File: src/rtl/mash_dsm_mc.sv
`timescale 1ns/1ps
// -----------------------------------------------------------------------------
// mash_dsm_mc
//   Multi-channel MASH delta-sigma modulator with an order (1, 1-1 or 1-1-1)
//   that can be changed at runtime. Each channel turns a signed WIDTH-bit
//   sample into a signed OUT_BW-bit multi-level code. The mean of a channel's
//   codes equals u / 2^WIDTH, where u is the sample in offset binary.
//
// Ports
//   aclk, rst_n    clock, async active-low reset
//   ce             sample strobe; ignored while busy or while cfg_load is high
//   in_data        N_CH packed signed samples, channel c at [c*WIDTH +: WIDTH]
//   dither_enable  adds LFSR bit c to the last active stage of channel c
//   cfg_load       latch order_sel (clamped to 1..MAX_ORDER) and flush
//   order_sel      requested order
//   busy           high during the 2-cycle flush
//   order_cur      order currently in effect
//   out_valid      one-cycle pulse, 2 cycles after each accepted sample
//   out_data       N_CH packed signed codes, channel c at [c*OUT_BW +: OUT_BW]
// -----------------------------------------------------------------------------

// Per-channel MASH core: accumulator chain, carry history and the noise-
// cancelling combiner. The combiner output is combinational; the top
// registers it.
module mash_dsm_lane #(
  parameter int WIDTH  = 16,
  parameter int OUT_BW = 4
) (
  input  logic              aclk,
  input  logic              rst_n,
  input  logic              i_clr,    // synchronous clear (flush)
  input  logic              i_acc,    // sample accepted this cycle
  input  logic [1:0]        i_order,  // 1..3, already clamped
  input  logic [WIDTH-1:0]  i_u,      // offset-binary sample
  input  logic              i_dith,   // dither bit for this channel
  output logic [OUT_BW-1:0] o_y
);

  logic [2:0][WIDTH-1:0] r_acc;
  logic [2:0]            r_c;
  logic [2:0]            r_cd;
  logic [2:0]            r_cdd;

  logic [2:0][WIDTH:0]   w_sum;
  logic [2:0][WIDTH-1:0] w_acc_nx;
  logic [2:0]            w_c_nx;
  logic [WIDTH-1:0]      w_link;

  // Stage k+1 consumes the freshly computed accumulator of stage k in the
  // same cycle. Stages above the active order stay at zero.
  always_comb begin
    w_sum    = '0;
    w_acc_nx = '0;
    w_c_nx   = '0;
    w_link   = i_u;
    for (int k = 0; k < 3; k++) begin
      if (k < int'(i_order)) begin
        w_sum[k]    = {1'b0, r_acc[k]} + {1'b0, w_link}
                    + {{WIDTH{1'b0}}, ((k == int'(i_order) - 1) & i_dith)};
        w_acc_nx[k] = w_sum[k][WIDTH-1:0];
        w_c_nx[k]   = w_sum[k][WIDTH];
        w_link      = w_sum[k][WIDTH-1:0];
      end
    end
  end

  // Carry delay lines advance only with accepted samples, so gaps in ce do
  // not change the code sequence.
  always_ff @(posedge aclk or negedge rst_n) begin
    if (!rst_n) begin
      r_acc <= '0;
      r_c   <= '0;
      r_cd  <= '0;
      r_cdd <= '0;
    end else if (i_clr) begin
      r_acc <= '0;
      r_c   <= '0;
      r_cd  <= '0;
      r_cdd <= '0;
    end else if (i_acc) begin
      r_acc <= w_acc_nx;
      r_c   <= w_c_nx;
      r_cd  <= r_c;
      r_cdd <= r_cd;
    end
  end

  function automatic logic [OUT_BW-1:0] ext(input logic b);
    return {{(OUT_BW-1){1'b0}}, b};
  endfunction

  // Noise cancellation: y = c1 + (1-z^-1)c2 + (1-z^-1)^2 c3. Two's-complement
  // wrap in OUT_BW bits is exact because the result range always fits.
  always_comb begin
    o_y = ext(r_c[0]);
    if (i_order >= 2'd2) o_y = o_y + ext(r_c[1]) - ext(r_cd[1]);
    if (i_order == 2'd3) o_y = o_y + ext(r_c[2]) - (ext(r_cd[2]) << 1) + ext(r_cdd[2]);
  end

endmodule

module mash_dsm_mc #(
  parameter int          WIDTH     = 16,
  parameter int          N_CH      = 2,
  parameter int          MAX_ORDER = 3,
  parameter int          OUT_BW    = 4,
  parameter int          RST_ORDER = 2,
  parameter logic [22:0] LFSR_SEED = 23'h5A5A5A
) (
  input  logic                   aclk,
  input  logic                   rst_n,
  input  logic                   ce,
  input  logic [N_CH*WIDTH-1:0]  in_data,
  input  logic                   dither_enable,
  input  logic                   cfg_load,
  input  logic [1:0]             order_sel,
  output logic                   busy,
  output logic [1:0]             order_cur,
  output logic                   out_valid,
  output logic [N_CH*OUT_BW-1:0] out_data
);

  typedef enum logic {S_RUN, S_FLUSH} state_t;

  state_t                       r_state, w_state_nx;
  logic                         r_cnt, w_cnt_nx;
  logic [1:0]                   r_order;
  logic [1:0]                   w_order_req;
  logic [22:0]                  r_lfsr;
  logic [2:1]                   r_vld_pipe;
  logic [N_CH-1:0][OUT_BW-1:0]  r_out;
  logic                         w_acc;
  logic [N_CH-1:0][WIDTH-1:0]   w_u;
  logic [N_CH-1:0][OUT_BW-1:0]  w_y;

  assign busy      = (r_state == S_FLUSH);
  // cfg_load has priority over a coincident sample strobe.
  assign w_acc     = ce & ~busy & ~cfg_load;
  assign order_cur = r_order;
  assign out_valid = r_vld_pipe[2];
  assign out_data  = r_out;

  always_comb begin
    w_order_req = order_sel;
    if (order_sel == 2'd0)                  w_order_req = 2'd1;
    else if (int'(order_sel) > MAX_ORDER)   w_order_req = 2'(MAX_ORDER);
  end

  // Flush lasts two cycles; a cfg_load during flush restarts the count.
  always_comb begin
    w_state_nx = r_state;
    w_cnt_nx   = r_cnt;
    if (cfg_load) begin
      w_state_nx = S_FLUSH;
      w_cnt_nx   = 1'b1;
    end else if (r_state == S_FLUSH) begin
      if (r_cnt) w_cnt_nx   = 1'b0;
      else       w_state_nx = S_RUN;
    end
  end

  always_ff @(posedge aclk or negedge rst_n) begin
    if (!rst_n) begin
      r_state <= S_RUN;
      r_cnt   <= 1'b0;
      r_order <= 2'(RST_ORDER);
    end else begin
      r_state <= w_state_nx;
      r_cnt   <= w_cnt_nx;
      if (cfg_load) r_order <= w_order_req;
    end
  end

  // Fibonacci LFSR x^23 + x^18 + 1; survives flushes, steps per sample.
  always_ff @(posedge aclk or negedge rst_n) begin
    if (!rst_n)     r_lfsr <= LFSR_SEED;
    else if (w_acc) r_lfsr <= {r_lfsr[21:0], r_lfsr[22] ^ r_lfsr[17]};
  end

  // Output stage: carries land in cycle n+1, the combined code in n+2.
  // Clearing the valid pipe on cfg_load discards samples still in flight.
  always_ff @(posedge aclk or negedge rst_n) begin
    if (!rst_n) begin
      r_vld_pipe <= '0;
      r_out      <= '0;
    end else if (cfg_load) begin
      r_vld_pipe <= '0;
      r_out      <= '0;
    end else begin
      r_vld_pipe <= {r_vld_pipe[1], w_acc};
      if (r_vld_pipe[1]) r_out <= w_y;
    end
  end

  for (genvar c = 0; c < N_CH; c++) begin : g_lane
    // Flip the sign bit: signed two's complement -> offset binary.
    assign w_u[c] = in_data[c*WIDTH +: WIDTH] ^ {1'b1, {(WIDTH-1){1'b0}}};

    mash_dsm_lane #(
      .WIDTH  (WIDTH),
      .OUT_BW (OUT_BW)
    ) u_lane (
      .aclk    (aclk),
      .rst_n   (rst_n),
      .i_clr   (cfg_load),
      .i_acc   (w_acc),
      .i_order (r_order),
      .i_u     (w_u[c]),
      .i_dith  (dither_enable & r_lfsr[c]),
      .o_y     (w_y[c])
    );
  end

endmodule

File: config.mk
export PLATFORM = sky130hd
export DESIGN_NAME = mash_dsm_mc
export DESIGN_NICKNAME = d
export VERILOG_FILES = /design/src/rtl/mash_dsm_mc.sv
export SDC_FILE = /design/constraint.sdc
export NUM_CORES = 1
export LEC_CHECK = 0
export BUFFER_PORTS_ARGS = -buffer_cell sky130_fd_sc_hd__buf_2
export CORE_MARGIN = 2
export CORE_UTILIZATION = 63
export DETAILED_ROUTE_END_ITERATION = 6
export PLACE_DENSITY = 0.79
export SLEW_MARGIN = 20
export SYNTH_ARGS = -nofsm -noshare
export SYNTH_HDL_FRONTEND = slang
export SYNTH_SLANG_ARGS = --single-unit
File: constraint.sdc
create_clock -name aclk -period 7.6 [get_ports aclk]
set_clock_uncertainty 0.15 [all_clocks]
set_input_delay 1.52 -clock aclk [delete_from_list [all_inputs] [get_ports aclk]]
set_output_delay 1.52 -clock aclk [all_outputs]
set_load 0.02 [all_outputs]
==> flow_summary.yaml, run 1 <==
critical_path:
  cp-startpoint: "dither_enable"
  critPathSlowestCell: "fa_1"
  cp-end-kind: "register"
  arrival_ns: 6.96
  r2r-start: "order_cur[0]"
  crit_path_max_incr_delay_ns: 0.48
  critPathLaunchType: "input port"
  cpMostUsedCell: "a21o_1"
  ff2ff_setup_slack_ns: 1.32
  required_ns: 7.75
  cp_max_fo: 8
  crit_type: "input port to register"
yosys:
  synth.net_count: 1385
  synth_edf_count: 0
  yosys.area.top_type: "dfrtp_1"
  synth_cells: 1228
  synth_ff_type: "dfrtp_1"
  ys.warnings.count: 0
  post_synth_num_cell_types: 84
  yosys-top-cells-area: "dfrtp_1, ha_1, nand2_1, o21ai_0, mux2_2"
  yosysSeqAreaShare: 0.3300
  ys_ff_latch: 145
  syn_area_per_cell_sq_um: 8.994
  syn-cell-area_sq_um: 11040
  synth_top_area_share: 0.2991
  postSynth.asyncResetShare: 1.000
routing:
  routedWlPerCell_um: 18.57
  drtPass1Iterations: 5
  drt_iter0_markers: 622
  routed_wl_um: 27880
  ant_nets: 0
  drc: 0
  via_per_inst: 6.292
  vias: 9445
final_layout:
  layout_common_cells: "nand2_1, dfrtp_1, o21ai_0"
  nFillCells: 1334
  stdcell_area_sq_um: 12120
  antennaDiodeCount: 0
  layout.nets: 1420
  syn_to_final_growth_pct: 9.777
  stdcell_count: 1501
  drive_gt1_frac: 0.1340
  layout_commonest_cell: "nand2_1"
placement:
  placed_cell_area_sq_um: 11520
  post-dp-hpwl_um: 19530
  gp_congestion: 0.8759
  io_buffers: 50
  pre_cts_ws_ns: 0.4981
  dpl.cell_count: 1469
global_routing:
  grt-ovfl-total: 0
  grt_pass1_vias: 9347
  grt_pass1_wl_um: 45930
  grtUsageMet2: 0.5262
  met1_usage: 0.4058
  use_met3: 0.05183
  grt_max_degree: 91
  top_usage_layer: "met2"
  antenna_found_initial: 0
  grt_use_total: 0.3133
timing:
  setup_viol: 0
  tightest_slew_ns: 1.103
  tns_ns: 0
  hold_viol: 0
  finalCriticalPeriod_ns: 6.811
  rsz0062_at_grt: "no"
  layout_setup_ws_ns: 0.7892
  finalCritPeriodShare: 0.8962
  slew_headroom: 0.2649
  max_freq_ghz: 0.1468
  slew_viol_final: 0
cts:
  tritoncts: "built"
  cts_setup_buffers: 0
  htreeDepth: 4
  cts_buffers: 17
  clk_pin_slew_ns: 0.06
  ctsHoldBuffers: 0
  postCtsResizedCells: 0
  clockBufferDepth: 2
  cts-root-buf: "clkbuf_16"
  worstSkewPairLatency_ns: 0.43
  cts.sinks: 145
floorplanning:
  start_util: 0.6408
  core_sq_um: 17240
  io_pins: 51
  dieHeight_um: 136.4
  die_x_um: 136.4
  fp-row-count: 48
  die-area_sq_um: 18610
worst_hold_path:
  hp-class: "register to register"
  min_from: "g_lane[1].u_lane.r_acc[9]"
power_and_ir_drop:
  irDropWorstVdd_v: 0.0001753
  leakage_nw: 5.782
  pwr_density_cell_nw_per_um2: 196.8
run_status:
  status: "finished, final reports clean"
job:
  maxCapViolCount: 0
## layer usage
layer,part of all wire,vias up
li1,-,4539
met2,0.49,300
met5,0,-
met4,0.034,0
met1,0.43,4537
met3,0.050,69
## where the power goes
| group | leakage, nW | internal (mW) | switching, mW |
|---|---|---|---|
| Clock | 0.280 | 0.510 | 0.356 |
| Combinational | 3.55 | 0.269 | 0.410 |
| Sequential | 1.95 | 0.816 | 0.0252 |
| Total | 5.78 | 1.60 | 0.791 |
## critical path, delay by kind of cell
| family | cells | cell delay (ns) |
|---|---|---|
| mux | 1 | 0.28 |
| fa+ha+maj | 4 | 1.56 |
| xor+xnor | 2 | 0.31 |
| buf+inv | 1 | 0.13 |
| compound gates | 11 | 2.14 |
| simple gates | 6 | 0.98 |
## metrics by stage
step / util / total power [mW] / hold WS, ns
global placement: 0.6683 / 1.499 / 0.3169
detailed placement: 0.6683 / 1.518 / 0.3204
finish: 0.7034 / 2.386 / 0.3317
global route: 0.7034 / 2.506 / 0.3501
CTS: 0.7031 / 2.383 / 0.3346
floorplan: - / 1.347 / 0.2998
## flip-flops by register name (all words and copies together) (netlist names)
register and flops:
busy 1, g_lane.u_lane.r_acc 96, g_lane.u_lane.r_c 6, g_lane.u_lane.r_cd 4, g_lane.u_lane.r_cdd 2, order_cur 2
out_data 8, r_cnt 1, r_lfsr 23, r_vld_pipe 2
## cells in the mapped netlist, drive strengths merged (16+ instances only)
master and n:
a21o 29, ha 104, nor2 73, nand2 152, clkbuf 39, o21a 28, nor3 23, o21ai 117
xnor2 33, a211oi 16, a22o 47, mux2 37, xor2 20, mux2i 17, dfrtp 132, inv 62
nand3 24, nor2b 23, a21oi 64
## worst paths after layout
check / end / cells after the start
setup / recovery: g_lane[0].u_lane.r_acc[47] / 25
hold / removal: g_lane[1].u_lane.r_acc[9] / 2
setup reg to reg: g_lane[0].u_lane.r_acc[47] / 27
hold reg to reg: g_lane[1].u_lane.r_acc[9] / 2
max in group asynchronous: r_lfsr[5] / 2
min in group asynchronous: g_lane[0].u_lane.r_acc[7] / 1
## layout make-up
| type | count | area [sq um] | area share |
|---|---|---|---|
| clock inverter | 12 | 133.9 | 0.01104 |
| inverter | 62 | 232.7 | 0.01920 |
| sequential | 145 | 3645 | 0.3006 |
| clock buffer | 20 | 466.7 | 0.03849 |
| tap | 225 | 281.5 | 0.02322 |
| timing repair buffer | 63 | 354.1 | 0.02921 |
| multi-input combinational | 974 | 7010 | 0.5782 |
## cells by family after synthesis
family | after synthesis | share of synthesized area
XOR/XNOR | 53 | 0.04203
multiplexers | 54 | 0.05313
adder cells (fa/ha/maj) | 118 | 0.1432
flip-flops | 145 | 0.3300
AND/OR/NAND/NOR | 353 | 0.1487
AO/OA/AOI/OAI | 396 | 0.2454
buffers and inverters | 109 | 0.03750
(Power assumes the default switching activity.)
==> inputs of run 2 (changes only) <==
--- a/config.mk
+++ b/config.mk
@@ -9,8 +9,10 @@
 export CORE_MARGIN = 2
 export CORE_UTILIZATION = 63
 export DETAILED_ROUTE_END_ITERATION = 6
+export MAX_ROUTING_LAYER = met4
 export PLACE_DENSITY = 0.79
 export SLEW_MARGIN = 20
 export SYNTH_ARGS = -nofsm -noshare
 export SYNTH_HDL_FRONTEND = slang
+export SYNTH_HIERARCHICAL = 1
 export SYNTH_SLANG_ARGS = --single-unit
==> run 2 against run 1 <==
Worst setup slack lost 0.11 ns. Register-to-register slack lost 0.64 ns. Power grew 34%. Global-route usage grew 0.12 points. Via count grew 0.97%. Area after synthesis grew 2.3%. Synthesized cell count grew 1.1%. Clock-buffer cell count shrank 3. Routed wire length shrank 1.3%. Non-clock buffer count grew 4. Sequential power grew 4.9%.
==> flow_summary.yaml, run 2 <==
timing:
  slew_headroom: 0.3406
  rsz0062_at_grt: "no"
  slew_viol_final: 0
  layout_setup_ws_ns: 0.6833
  finalCriticalPeriod_ns: 6.917
  hold_viol: 0
  setup_viol: 0
  whs_ns: 0.3317
  tns_ns: 0
  max_freq_ghz: 0.1446
  tightest_slew_ns: 0.9815
  finalCritPeriodShare: 0.9101
cts:
  clk_pin_slew_ns: 0.07
  cts.sinks: 145
  cts-root-buf: "clkbuf_16"
  postCtsResizedCells: 0
  cts_buffers: 17
  worstSkewPairLatency_ns: 0.44
  htreeDepth: 4
  tritoncts: "built"
  clockBufferDepth: 2
  ctsHoldBuffers: 0
  cts_setup_buffers: 0
yosys:
  synth_ff_type: "dfrtp_1"
  post_synth_num_cell_types: 81
  syn_area_per_cell_sq_um: 9.097
  synth_xor_area_frac: 0.05349
  synth_cells: 1242
  ys_ff_latch: 145
  yosysSeqAreaShare: 0.3226
  yosys-top-cells-area: "dfrtp_1, ha_1, nand2_1, mux2_2, a21oi_1"
  synthSimpleGateAreaFrac: 0.1455
  synth_edf_count: 0
  synth_top_family_by_area: "compound AO/OA/AOI/OAI gates"
  synth_fa_ha_area_frac: 0.1400
  ys.warnings.count: 6
  yosys.area.top_type: "dfrtp_1"
  syn-cell-area_sq_um: 11300
  synth.mux.area_fraction: 0.06988
  postSynth.asyncResetShare: 1.000
  synth_top_area_share: 0.2924
  synth_most_common_cell: "nand2_1"
  synthTopCellsByCount: "nand2_1, dfrtp_1, ha_1, nor2_1, a21oi_1"
  synth.net_count: 1399
  synth_compound_area_frac: 0.2287
worst_hold_path:
  min_path_cells: 1
  min_to: "busy"
  hp-class: "register to register"
  min_from: "r_cnt"
job:
  maxCapViolCount: 0
floorplanning:
  die_x_um: 137.9
  start_util: 0.6487
  io_pins: 51
  fp-row-count: 48
  dieHeight_um: 137.9
  core_sq_um: 17420
  die-area_sq_um: 19020
critical_path:
  crit_path_max_incr_delay_ns: 0.78
  crit_family: "compound AO/OA/AOI/OAI gates"
  arrival_ns: 7.10
  crit_type: "register to register"
  rr_worst_depth: 24
  critPathSlowestCell: "dfrtp_1"
  r2r-start: "order_cur[0]"
  r2r-end: "g_lane[1].u_lane/r_acc[46]"
  required_ns: 7.78
  cp-end-kind: "register"
  cp.buffers_inverters: 1
  critPathLaunchType: "register"
  crit_chain: "inv_1 -> nor2_1 -> nand2_1 -> fa_1 -> fa_1 -> nand2b_1 -> a21oi_1 -> nor3_1 -> xnor2_1 -> mux2_2 -> ha_1 -> a2111o_1 -> o211ai_1 -> a21boi_1 -> xor2_1 -> nand2_1 -> o21ai_1 -> ha_1 -> a21o_1 -> a31oi_1 -> nor2b_1 -> o41a_1 -> or3_1 -> a32o_1"
  ff2ff_setup_slack_ns: 0.68
  cp_max_fo: 12
routing:
  via_per_inst: 6.291
  vias: 9537
  drtPass1Iterations: 6
  drc: 0
  drt_iter0_markers: 602
  routedWlPerCell_um: 18.15
  ant_nets: 0
  routed_wl_um: 27520
final_layout:
  fin_util: 0.7084
  layout_common_cells: "nand2_1, dfrtp_1, ha_1"
  antennaDiodeCount: 0
  nFillCells: 1384
  syn_to_final_growth_pct: 9.203
  stdcell_count: 1516
  drive_gt1_frac: 0.1332
  layout.nets: 1435
  largest_reg_flops: 96
  layout_commonest_cell: "nand2_1"
  stdcell_area_sq_um: 12340
  largest_register: "g_lane.u_lane/r_acc"
power_and_ir_drop:
  pwr_density_cell_nw_per_um2: 259.6
  leakage_nw: 5.880
  p_total_mw: 3.203
  irDropWorstVdd_v: 0.0002477
placement:
  gp_congestion: 0.9623
  pre_cts_ws_ns: 0.5821
  io_buffers: 50
  dpl.cell_count: 1484
  placed_cell_area_sq_um: 11730
  post-dp-hpwl_um: 19660
global_routing:
  grt_pass1_wl_um: 45750
  grt_pass1_vias: 9311
  grt-ovfl-total: 0
  grt_use_total: 0.3145
  grt_max_degree: 86
  antenna_found_initial: 0
run_status:
  status: "finished, final reports clean"
## run 2: cell count changes after synthesis, sizes merged, moves of 12 or more
cell | before | now
mux2i | 17 | 35
a22o | 47 | 33
nand2 | 152 | 135
xor2 | 20 | 32
nand3 | 24 | 10
a21oi | 64 | 81
## run 2: worst max path at each step
stage                  start                    endpoint  slack (ns)  cells past startpoint
6_report        order_cur[0]  g_lane[1].u_lane/r_acc[46]        0.68                     24
3_5_place_dp   dither_enable  g_lane[1].u_lane/r_acc[47]        0.58                     25
5_1_grt         order_cur[0]  g_lane[1].u_lane/r_acc[46]        0.30                     24
2_1_floorplan  dither_enable  g_lane[1].u_lane/r_acc[46]        1.16                     23
4_1_cts         order_cur[0]  g_lane[1].u_lane/r_acc[46]        0.78                     24
3_3_place_gp   dither_enable  g_lane[1].u_lane/r_acc[46]        0.67                     24
## run 2: area by class of cell
| cell class | instances | area, sq um | area share |
|---|---|---|---|
| Clock inverter | 15 | 178.9 | 0.01450 |
| Inverter | 56 | 210.2 | 0.01704 |
| Clock buffer | 17 | 425.4 | 0.03448 |
| Timing Repair Buffer | 67 | 384.1 | 0.03113 |
| Multi-Input combinational cell | 991 | 7213 | 0.5846 |
| Tap cell | 225 | 281.5 | 0.02282 |
| Sequential cell | 145 | 3645 | 0.2954 |
## run 2: cells by family (layout without fill, tap and decap cells)
logic type / count (synthesis) / in the layout
and+or+nand+nor: 342 / 342
DFF: 145 / 145
buffers and inverters: 106 / 155
muxes: 74 / 74
AOI/OAI and AO/OA: 388 / 388
adders and majority gates: 118 / 118
xor gates and xnor gates: 69 / 69
## run 2: worst register-to-register path: cells and delay by family, from the launching register on
kind	cells	cell delay, ns
AOI/OAI and AO/OA	9	2.04
xor gates and xnor gates	2	0.36
adders and majority gates	4	1.48
buffers and inverters	1	0.31
DFF	1	0.78
muxes	1	0.31
and+or+nand+nor	7	1.41
## run 2: where the power goes
group / internal (mW) / total [mW] / switching, mW
clock network: 0.445 / 0.847 / 0.401
logic: 0.622 / 1.47 / 0.852
registers: 0.836 / 0.882 / 0.0455
total: 1.90 / 3.20 / 1.30
## run 2: metal layers
metal	part of all wire	global-route usage	vias up
li1	-	-	4591
met1	0.43	0.3763	4621
met2	0.51	0.5385	267
met3	0.039	0.05080	58
met4	0.025	0.1139	0
met5	0	-	-
==> inputs of run 3 (changes only) <==
--- a/config.mk
+++ b/config.mk
@@ -7,10 +7,10 @@
 export LEC_CHECK = 0
 export BUFFER_PORTS_ARGS = -buffer_cell sky130_fd_sc_hd__buf_2
 export CORE_MARGIN = 2
-export CORE_UTILIZATION = 63
+export CORE_UTILIZATION = 40
 export DETAILED_ROUTE_END_ITERATION = 6
 export MAX_ROUTING_LAYER = met4
-export PLACE_DENSITY = 0.79
+export PLACE_DENSITY = 0.54
 export SLEW_MARGIN = 20
 export SYNTH_ARGS = -nofsm -noshare
 export SYNTH_HDL_FRONTEND = slang
==> run 3 against run 2 <==
Clock-buffer cell count rose by 2. Via count fell by 3.1%. Critical path depth did not move. Worst setup slack gained 0.13 ns. Routed wire length grew 6.6%. Critical endpoint unchanged. Largest power group unchanged.
==> flow_summary.yaml, run 3 (synthesized netlist as in run 2, its figures left out) <==
run_status:
  status: "finished, final reports clean"
floorplanning:
  start_util: 0.4067
  die-area_sq_um: 29610
  dieHeight_um: 172.1
  core_sq_um: 27780
  fp-row-count: 61
  die_x_um: 172.1
  io_pins: 51
timing:
  tightest_slew_ns: 0.8977
  slew_viol_final: 0
  finalCriticalPeriod_ns: 6.791
  finalCritPeriodShare: 0.8936
  tns_ns: 0
  max_freq_ghz: 0.1473
  slew_headroom: 0.4015
  hold_viol: 0
  rsz0062_at_grt: "no"
  setup_viol: 0
power_and_ir_drop:
  irDropWorstVdd_v: 0.0001579
  clockPowerShare: 0.267
  leakage_nw: 5.876
  p_sw_mw: 1.298
  p_comb_frac: 0.459
  sequentialPowerShare: 0.274
  switching_share: 0.4037
  p_int_mw: 1.917
  pwr_density_cell_nw_per_um2: 256.8
critical_path:
  r2r-start: "order_cur[0]"
  rr_worst_depth: 24
  arrival_ns: 6.96
  cp-startpoint: "dither_enable"
  required_ns: 7.77
  critPathLaunchType: "input port"
  ff2ff_setup_slack_ns: 1.06
  cp-end-kind: "register"
  r2r-end: "g_lane[1].u_lane/r_acc[46]"
  cp_max_fo: 5
  crit_type: "input port to register"
cts:
  cts_buffers: 17
  clockBufferDepth: 2
  htreeDepth: 4
  cts-root-buf: "clkbuf_16"
  worstSkewPairLatency_ns: 0.44
  ctsHoldBuffers: 0
  tritoncts: "built"
  postCtsResizedCells: 0
  clk_pin_slew_ns: 0.07
  cts.sinks: 145
  cts_setup_buffers: 0
routing:
  vias: 9238
  wl_met3_um: 673
  routed_wl_um: 29320
  routedWlPerCell_um: 17.57
  drtPass1Iterations: 5
  drc: 0
  drt_iter0_markers: 549
  met2_wirelength_um: 14250
  ant_nets: 0
  highest_layer: "met4"
  via_per_inst: 5.535
  wl_met1_um: 13650
worst_hold_path:
  min_to: "g_lane[0].u_lane/r_acc[46]"
  hp-class: "register to register"
  min_path_cells: 2
  min_from: "g_lane[0].u_lane/r_acc[46]"
final_layout:
  fin_util: 0.4507
  nFillCells: 2780
  layout_commonest_cell: "nand2_1"
  largest_reg_flops: 96
  layout.nets: 1435
  largest_register: "g_lane.u_lane/r_acc"
  layout_common_cells: "nand2_1, dfrtp_1, ha_1"
  drive_gt1_frac: 0.1340
  antennaDiodeCount: 0
  syn_to_final_growth_pct: 10.82
placement:
  post-dp-hpwl_um: 21220
  gp_congestion: 0.8840
  io_buffers: 50
global_routing:
  grt-ovfl-total: 0
  grt_max_degree: 85
  grt_pass1_vias: 9155
  grt_use_total: 0.2121
  antenna_found_initial: 0
  grt_pass1_wl_um: 47840
job:
  maxCapViolCount: 0
[run 3: changes by cell type in the layout (fill, tap and decap cells not counted)]
cell       delta
clkinv_4      -1
inv_8         -1
clkbuf_16     +1
nor3b_1       -2
inv_6         +5
clkinv_8      -4
inv_4         -1
nor3b_2       +2
clkbuf_1      +1
[run 3: worst max path at each step]
stage	end	slack, ns	cells after the start
6_report	g_lane[1].u_lane/r_acc[46]	0.81	24
5_1_grt	g_lane[1].u_lane/r_acc[47]	0.52	27
4_1_cts	g_lane[1].u_lane/r_acc[46]	0.85	24
3_5_place_dp	g_lane[1].u_lane/r_acc[47]	0.46	25
3_3_place_gp	g_lane[1].u_lane/r_acc[46]	0.53	24
2_1_floorplan	g_lane[1].u_lane/r_acc[46]	1.16	23
[run 3: final cells by class]
class	instances	area [sq um]	area share
repair buffers	67	384.1	0.03068
well taps	378	473.0	0.03777
inverters	56	210.2	0.01679
clock inverters	13	131.4	0.01049
multi-input cells	991	7223	0.5769
clock buffers	19	454.2	0.03627
flip-flops and latches	145	3645	0.2911
[run 3: metrics by stage]
| step | total power [mW] | area, sq um | std cells | worst slack [ns] | hold slack, ns |
|---|---|---|---|---|---|
| floorplan | 2.025 | 11300 | 1242 | 1.161 | 0.2932 |
| global placement | 2.345 | 11930 | 1637 | 0.5327 | 0.3065 |
| detailed placement | 2.356 | 11940 | 1637 | 0.4586 | 0.3197 |
| CTS | 3.237 | 12520 | 1669 | 0.8531 | 0.3342 |
| global route | 3.444 | 12520 | 1669 | 0.5180 | 0.3528 |
| finish | 3.215 | 12520 | 1669 | 0.8089 | 0.3356 |
[run 3: worst max-delay path: stages]
cell      delay, ns
buf_2          0.08
and2_1         0.25
nand2_1        0.12
fa_1           0.45
fa_1           0.39
nand2b_1       0.19
a21oi_1        0.21
nor3_1         0.11
xnor2_1        0.15
mux2_2         0.30
ha_1           0.34
a2111o_1       0.43
o211ai_1       0.27
a21boi_1       0.12
xor2_1         0.21
nand2_1        0.09
o21ai_1        0.15
ha_1           0.28
a21o_1         0.17
a31oi_1        0.14
nor2b_1        0.09
o41a_1         0.32
or3_1          0.31
a32o_1         0.26
[run 3: per-layer routing]
metal	vias up	GRT usage
li1	4593	-
met5	-	-
met3	43	0.02678
met4	0	0.07271
met2	132	0.3595
met1	4470	0.2621
[run 3: power groups by stage]
| stage | logic, mW | registers [mW] | clock network [mW] |
|---|---|---|---|
| 3_5_place_dp | 1.46 | 0.894 | 0 |
| 2_1_floorplan | 1.14 | 0.882 | 0 |
| 5_1_grt | 1.65 | 0.887 | 0.911 |
| 4_1_cts | 1.47 | 0.880 | 0.882 |
| 3_3_place_gp | 1.45 | 0.894 | 0 |
| 6_report | 1.48 | 0.880 | 0.858 |
